===== src/rtl/fifo_stream_reader.sv =====
// Read-side drain engine for the dual-clock FIFO.
// Issues FIFO reads on a credit basis, lands the registered read data in a
// 2-entry skid buffer, presents it as a valid/ready stream and frames the
// stream into fixed-length packets.
module fifo_stream_reader #(
    parameter int unsigned DATA_WIDTH = 8,
    parameter int unsigned PKT_LEN    = 4,
    parameter int unsigned CNT_WIDTH  = 16
) (
    input  logic                  rd_clk,
    input  logic                  rst,
    input  logic                  en,
    output logic                  fifo_rd_en,
    input  logic [DATA_WIDTH-1:0] fifo_rd_data,
    input  logic                  fifo_empty,
    output logic [DATA_WIDTH-1:0] m_data,
    output logic                  m_valid,
    input  logic                  m_ready,
    output logic                  m_last,
    output logic [CNT_WIDTH-1:0]  pkt_count
);

    localparam int unsigned BeatWidth = (PKT_LEN > 1) ? $clog2(PKT_LEN) : 1;
    localparam logic [BeatWidth-1:0] LastBeat = BeatWidth'(PKT_LEN - 1);

    logic [1:0]            occ_q, occ_d;
    logic                  inflight_q;
    logic [DATA_WIDTH-1:0] head_q, head_d;
    logic [DATA_WIDTH-1:0] tail_q, tail_d;
    logic [BeatWidth-1:0]  beat_q, beat_d;
    logic [CNT_WIDTH-1:0]  pkt_q, pkt_d;
    logic                  pop;
    logic                  push;
    logic [2:0]            level;

    assign pop  = m_valid & m_ready;
    assign push = inflight_q;

    // Entries that will be held after this cycle if no new read is issued.
    // Using the current pop here (m_ready -> fifo_rd_en) is what keeps 1 word/cycle.
    assign level = {1'b0, occ_q} + {2'b00, inflight_q} - {2'b00, pop};

    assign fifo_rd_en = en & ~fifo_empty & ~rst & (level < 3'd2);

    // Outputs come straight from the buffer head and framing counter.
    assign m_valid   = (occ_q != 2'd0);
    assign m_data    = head_q;
    assign m_last    = m_valid & (beat_q == LastBeat);
    assign pkt_count = pkt_q;

    // Skid buffer next state: head is always the oldest word, tail the second.
    always_comb begin
        head_d = head_q;
        tail_d = tail_q;
        occ_d  = occ_q;
        unique case ({push, pop})
            2'b10: begin
                if (occ_q == 2'd0) begin
                    head_d = fifo_rd_data;
                end else begin
                    tail_d = fifo_rd_data;
                end
                occ_d = occ_q + 2'd1;
            end
            2'b01: begin
                head_d = tail_q;
                occ_d  = occ_q - 2'd1;
            end
            2'b11: begin
                // Occupancy unchanged; the head advances.
                if (occ_q == 2'd1) begin
                    head_d = fifo_rd_data;
                end else begin
                    head_d = tail_q;
                    tail_d = fifo_rd_data;
                end
            end
            default: ;
        endcase
    end

    // Packet framing: beat position and completed-packet count advance on pop.
    always_comb begin
        beat_d = beat_q;
        pkt_d  = pkt_q;
        if (pop) begin
            if (m_last) begin
                beat_d = '0;
                pkt_d  = pkt_q + CNT_WIDTH'(1);
            end else begin
                beat_d = beat_q + BeatWidth'(1);
            end
        end
    end

    // State registers; reset discards buffered and in-flight words.
    always_ff @(posedge rd_clk or posedge rst) begin
        if (rst) begin
            occ_q      <= '0;
            inflight_q <= 1'b0;
            head_q     <= '0;
            tail_q     <= '0;
            beat_q     <= '0;
            pkt_q      <= '0;
        end else begin
            occ_q      <= occ_d;
            inflight_q <= fifo_rd_en;
            head_q     <= head_d;
            tail_q     <= tail_d;
            beat_q     <= beat_d;
            pkt_q      <= pkt_d;
        end
    end

    // The credit rule must keep the buffer from overflowing and never read an empty FIFO.
    always_ff @(posedge rd_clk) begin
        if (!rst) begin
            assert (level <= 3'd2);
            assert (!(fifo_rd_en && fifo_empty));
        end
    end

endmodule


===== config.mk =====
export PLATFORM = sky130hd
export DESIGN_NAME = fifo_stream_reader
export DESIGN_NICKNAME = d
export VERILOG_FILES = /design/src/rtl/fifo_stream_reader.sv
export SDC_FILE = /design/constraint.sdc
export NUM_CORES = 1
export LEC_CHECK = 0
export CAP_MARGIN = 20
export CORE_MARGIN = 3
export CORE_UTILIZATION = 43
export CTS_CLUSTER_DIAMETER = 60
export DETAILED_ROUTE_END_ITERATION = 6
export GPL_ROUTABILITY_DRIVEN = 0
export PLACE_DENSITY = 0.7
export SYNTH_ARGS = -nofsm -noshare
export SYNTH_HDL_FRONTEND = slang
export SYNTH_SLANG_ARGS = --single-unit

===== constraint.sdc =====
create_clock -name rd_clk -period 4.4 [get_ports rd_clk]
set_input_delay 1.1 -clock rd_clk [delete_from_list [all_inputs] [get_ports rd_clk]]
set_output_delay 1.1 -clock rd_clk [all_outputs]
set_load 0.02 [all_outputs]

# Word-level counts from Yosys, hierarchy flattened
# Cells that the tools add are included.
totals:
  input_bits: 13
  out_inout_bits: 27
  word_cells: 44
  ff_bits: 37
classes:
  n_reduce_logical: 8
  add_sub_neg: 6
  mux: 8
  eq_ne: 8
  n_lt_le_gt_ge: 1
  bitwise: 7
op_table:
  columns: ["cell", "n"]
  rows:
  - ["two-way mux 8 bit", 4]
  - ["case mux 8 bit (3 select lines)", 1]
  - ["adder 16 x 1 -> 16 bit, second input constant", 1]
  - ["case mux 8 bit (2 select lines)", 1]
  - ["== test 2 bit, second input constant", 3]
  - ["!= test 2 bit, second input constant", 3]
  - ["nonzero test 2 bit", 3]
  - ["AND 1 bit", 5]
  - ["adder 2 x 1 -> 2 bit, second input constant", 2]
  - ["== test 2 x 1 -> 1 bit, second input constant", 2]
  - ["case mux 2 bit (2 select lines)", 1]
  - ["AND reduction 2 bit", 2]
  - ["adder 2 x 1 -> 3 bit", 1]
  - ["< comparator 3 x 2 -> 1 bit, second input constant", 1]
  - ["AND reduction 3 bit", 1]
  - ["nonzero test 3 bit", 1]
  - ["subtractor 3 x 1 -> 3 bit", 1]
  - ["zero test 2 bit", 1]
  - ["two-way mux 2 bit", 1]
  - ["NOT 1 bit", 2]
  - ["subtractor 2 x 1 -> 2 bit, second input constant", 1]

# Longest topological paths before layout
logic_depth:
  word_depth: 5
  ltp_mapped: 10
  mapped_depth_nobuf: 8

# Worst setup path before layout
# No wires, ideal clock.
synth_path:
  kind: "input -> output"
  start: "input port m_ready"
  end: "output port fifo_rd_en"
  path_slack_ns: 0.192
  arrival_time_ns: 3.108
  n_path_buf: 1
  cell_stages: 7
  t_required_ns: 3.300
  path_cell_list: "nor2b_1 buf_4 ha_1 nand2b_1 fa_1 nand2_1 nor4_1"
synth_via:
  elab_chain_len: 4
synth_lines:
  columns: ["element", "line", "rtl"]
  rows:
  - ["from (decl)", "18", "input logic m_ready,"]
  - ["AND 1 bit", "36", "assign pop = m_valid & m_ready;"]
  - ["named net pop", "32", "logic pop;"]
  - ["subtractor 3 x 1 -> 3 bit", "41", "assign level = {1'b0, occ_q} + {2'b00, inflight_q} - {2'b00, pop};"]
  - ["< comparator 3 x 2 -> 1 bit", "43", "assign fifo_rd_en = en & ~fifo_empty & ~rst & (level < 3'd2);"]
  - ["AND 1 bit", "43", null]
  - ["to (decl)", "13", "output logic fifo_rd_en,"]
# The timed path passes the listed nets, and every way through them passes these cells.

# Worst setup path in the final report
layout_path:
  start: "input port m_ready"
  end: "output port fifo_rd_en"
layout_via:
  elab_chain_len: 4
layout_lines:
  columns: ["element", "line"]
  rows:
  - ["AND 1 bit", "36"]
  - ["subtractor 3 x 1 -> 3 bit", "41"]
  - ["< comparator 3 x 2 -> 1 bit", "43"]
  - ["AND 1 bit", "43"]
# Every way passes these cells.

==> results.cfg <==
[status]
run_status = completed

[synth]
synth_mux_area_share_pct = 7.05
synth_warnings = 0
synth_edf_count = 0
synth_flop_cell = dfrtp_1
synth_compound_area_share_pct = 8.19
async_flop_share_pct = 100
synth_xor_area_share_pct = 8.97
synth_fa_ha_area_share_pct = 6.12
synth_top_area_cell = dfrtp_1
synthCells = 149
seq_area_frac_synth_pct = 52.7
synth_top_family_by_area = simple AND/OR/NAND/NOR gates
synth-seq-cells = 37
synthTopCellsByArea = dfrtp_1 53%, mux2_2 7.0%, xnor2_1 5.5%, ha_1 5.0%, nand2_1 3.6%
synth-simple-area-share_pct = 14.0
avgSynthCellArea_sq_um = 11.8
ys_types = 29
syn-num-nets = 170
synth_top_area_share_pct = 52.7
synthesis.area_sq_um = 1760

[global_routing]
antenna_found_initial = 0
grt_pass1_wl_mm = 6.08
grt_start_max_net_pins = 38
overflow = 0
grt_pass1_vias = 1327
grtUsageTotal_pct = 15.4

[timing]
rsz0062_at_grt = false
final_max_slew_viol_count = 0
worst_slew_pin_slew_ps = 584
slew-limit-headroom_pct = 60.8
fmax_mhz = 234
finalCriticalPeriod_ps = 4270
setup_ws_ps = 132
hold_violations = 0
period_share_pct = 97.0
skew_ps = 6.31
whs_ps = 478
setup_viol_count_final = 0

[finish]
regArea_sq_um = 926
multi_input_comb_area_sq_um = 787
drive_gt1_share_pct = 15.2
fillers = 318
diodes = 0
nNetsFinal = 219
syn2layout_area_growth_pct = 32.1

[die]
io_pins = 40
die_h_um = 69.9
rows = 22
initial_core_util_pct = 46.3
die_w_um = 69.9
core_sq_um = 3800
fp.dieArea_sq_um = 4890

[worst_setup_path]
worstPathRequired_ps = 3300
end_kind = primary output
startpoint_type = input pin
crit_arrival_ps = 3170
critPathKind = input pin to primary output
reg2reg_depth = 9
critPathMaxFanout = 2

[clock_network]
cts.reportedPaths.clkPinSlew_ps = 70
cts.sinks = 37
post_cts_buffers = 0
cts_tree = done
hold_buffers = 0
clock_latency_ps = 280
cts.path.max_buffers = 2
h-tree-depth = 2
cts_buffers = 5
clockRootBuffer = clkbuf_8

[place]
port_buffers = 39
dp_hpwl_mm = 2.57
dpl_worst_slack_ps = -432

[pwr]
power_density_nw_per_um2 = 572
power_uw = 1330
ir_worst_vdd_mv = 0.334
power.leakage_uw = 0.00108

[detailed_routing]
drt_first_iter_violations = 65
drc_errors = 0
vias = 1228
wl_per_cell_um = 13.6
route.final.wire_length_mm = 3.35
viasPerCell = 4.99
drtPass1Iterations = 4
ant_nets = 0

[flow_run]
cap_violations = 0

[worst_hold_path]
hold_class = register to register
min_path_cells = 1
## routing by layer
layer  routed length, um  up-vias  GRT usage (%)
li1                    -      608              -
met1                1460      591           19.4
met2                1710       24           25.5
met3                 138        5           4.46
met4                  42        0           5.11
met5                   0        -              0
## final cells by class
type / count / share of cell area (%)
clock buffers: 7 / 3.72
well taps: 48 / 2.59
repair buffers: 45 / 18.6
inverters: 8 / 1.29
multi-input cells: 101 / 33.9
flip-flops and latches: 37 / 39.9
## flip-flops by register name (all words and copies together) (netlist names)
| signal | count |
|---|---|
| beat_q | 2 |
| occ_q | 2 |
| m_data | 8 |
| pkt_count | 16 |
| inflight_q | 1 |
| tail_q | 8 |
## per-stage QoR
stage / TNS (ps) / std cells / cell area, sq um / utilization [%]
floorplan: 0 / 149 / 1760 / -
global placement: -397 / 239 / 2230 / 58.7
detailed placement: -432 / 239 / 2230 / 58.7
CTS: 0 / 246 / 2320 / 61.0
global route: 0 / 246 / 2320 / 61.1
finish: 0 / 246 / 2320 / 61.1
## worst max-delay path, stage by stage
cell             delay, ps
clkdlybuf4s50_1        470
nor2b_2                150
ha_1                   250
nand2b_1               160
fa_1                   510
nand2_1                 70
nor4_2                 260
buf_4                  200
## final timing paths
check	start	to	slack [ps]
max in group asynchronous	rst	pkt_count[6]	2780
setup reg to reg	occ_q[1]	inflight_q	1950
setup / recovery	m_ready	fifo_rd_en	130
hold reg to reg	pkt_count[15]	pkt_count[15]	480
min in group asynchronous	rst	occ_q[1]	1290
hold / removal	pkt_count[15]	pkt_count[15]	480
## cells in the final DEF (no fill, tap or decap), types with 3 or more instances in the layout
master	instances
nand2_1	17
nand3_1	5
ha_1	7
inv_1	8
nor2_1	6
mux2_2	11
clkdlybuf4s50_1	38
xor2_1	7
xnor2_1	11
and3_1	3
a22oi_1	8
nand4_1	3
clkbuf_8	6
buf_4	7
dfrtp_1	37
o21ai_0	9
## synth_stat cells, types with 2 or more instances
library cell	count
a22oi_1	8
xor2_1	7
dfrtp_1	37
xnor2_1	11
nand3_1	5
o21ai_0	9
inv_1	8
nand4_1	3
ha_1	7
nor2b_1	2
and3_1	3
nand2_1	17
nor2_1	6
mux2_2	11
## logic make-up after synthesis
logic type	count (synthesis)
simple gates	43
mux	11
flops	37
buf+inv	11
fa+ha+maj	8
xor+xnor	18
compound gates	21
## where the power goes
| group | switching (uW) | internal (uW) |
|---|---|---|
| clock | 107 | 124 |
| combinational | 286 | 286 |
| sequential | 78.8 | 447 |
| total | 472 | 857 |
## repair_timing
item | 4_1_cts | 5_1_grt
endpoints found under the hold margin | 0 | 0
gates resized for setup | 6 | 2
cloned | 0 | 0
setup endpoints to repair | 1 | 1
Power figures use the tool's default switching activity.
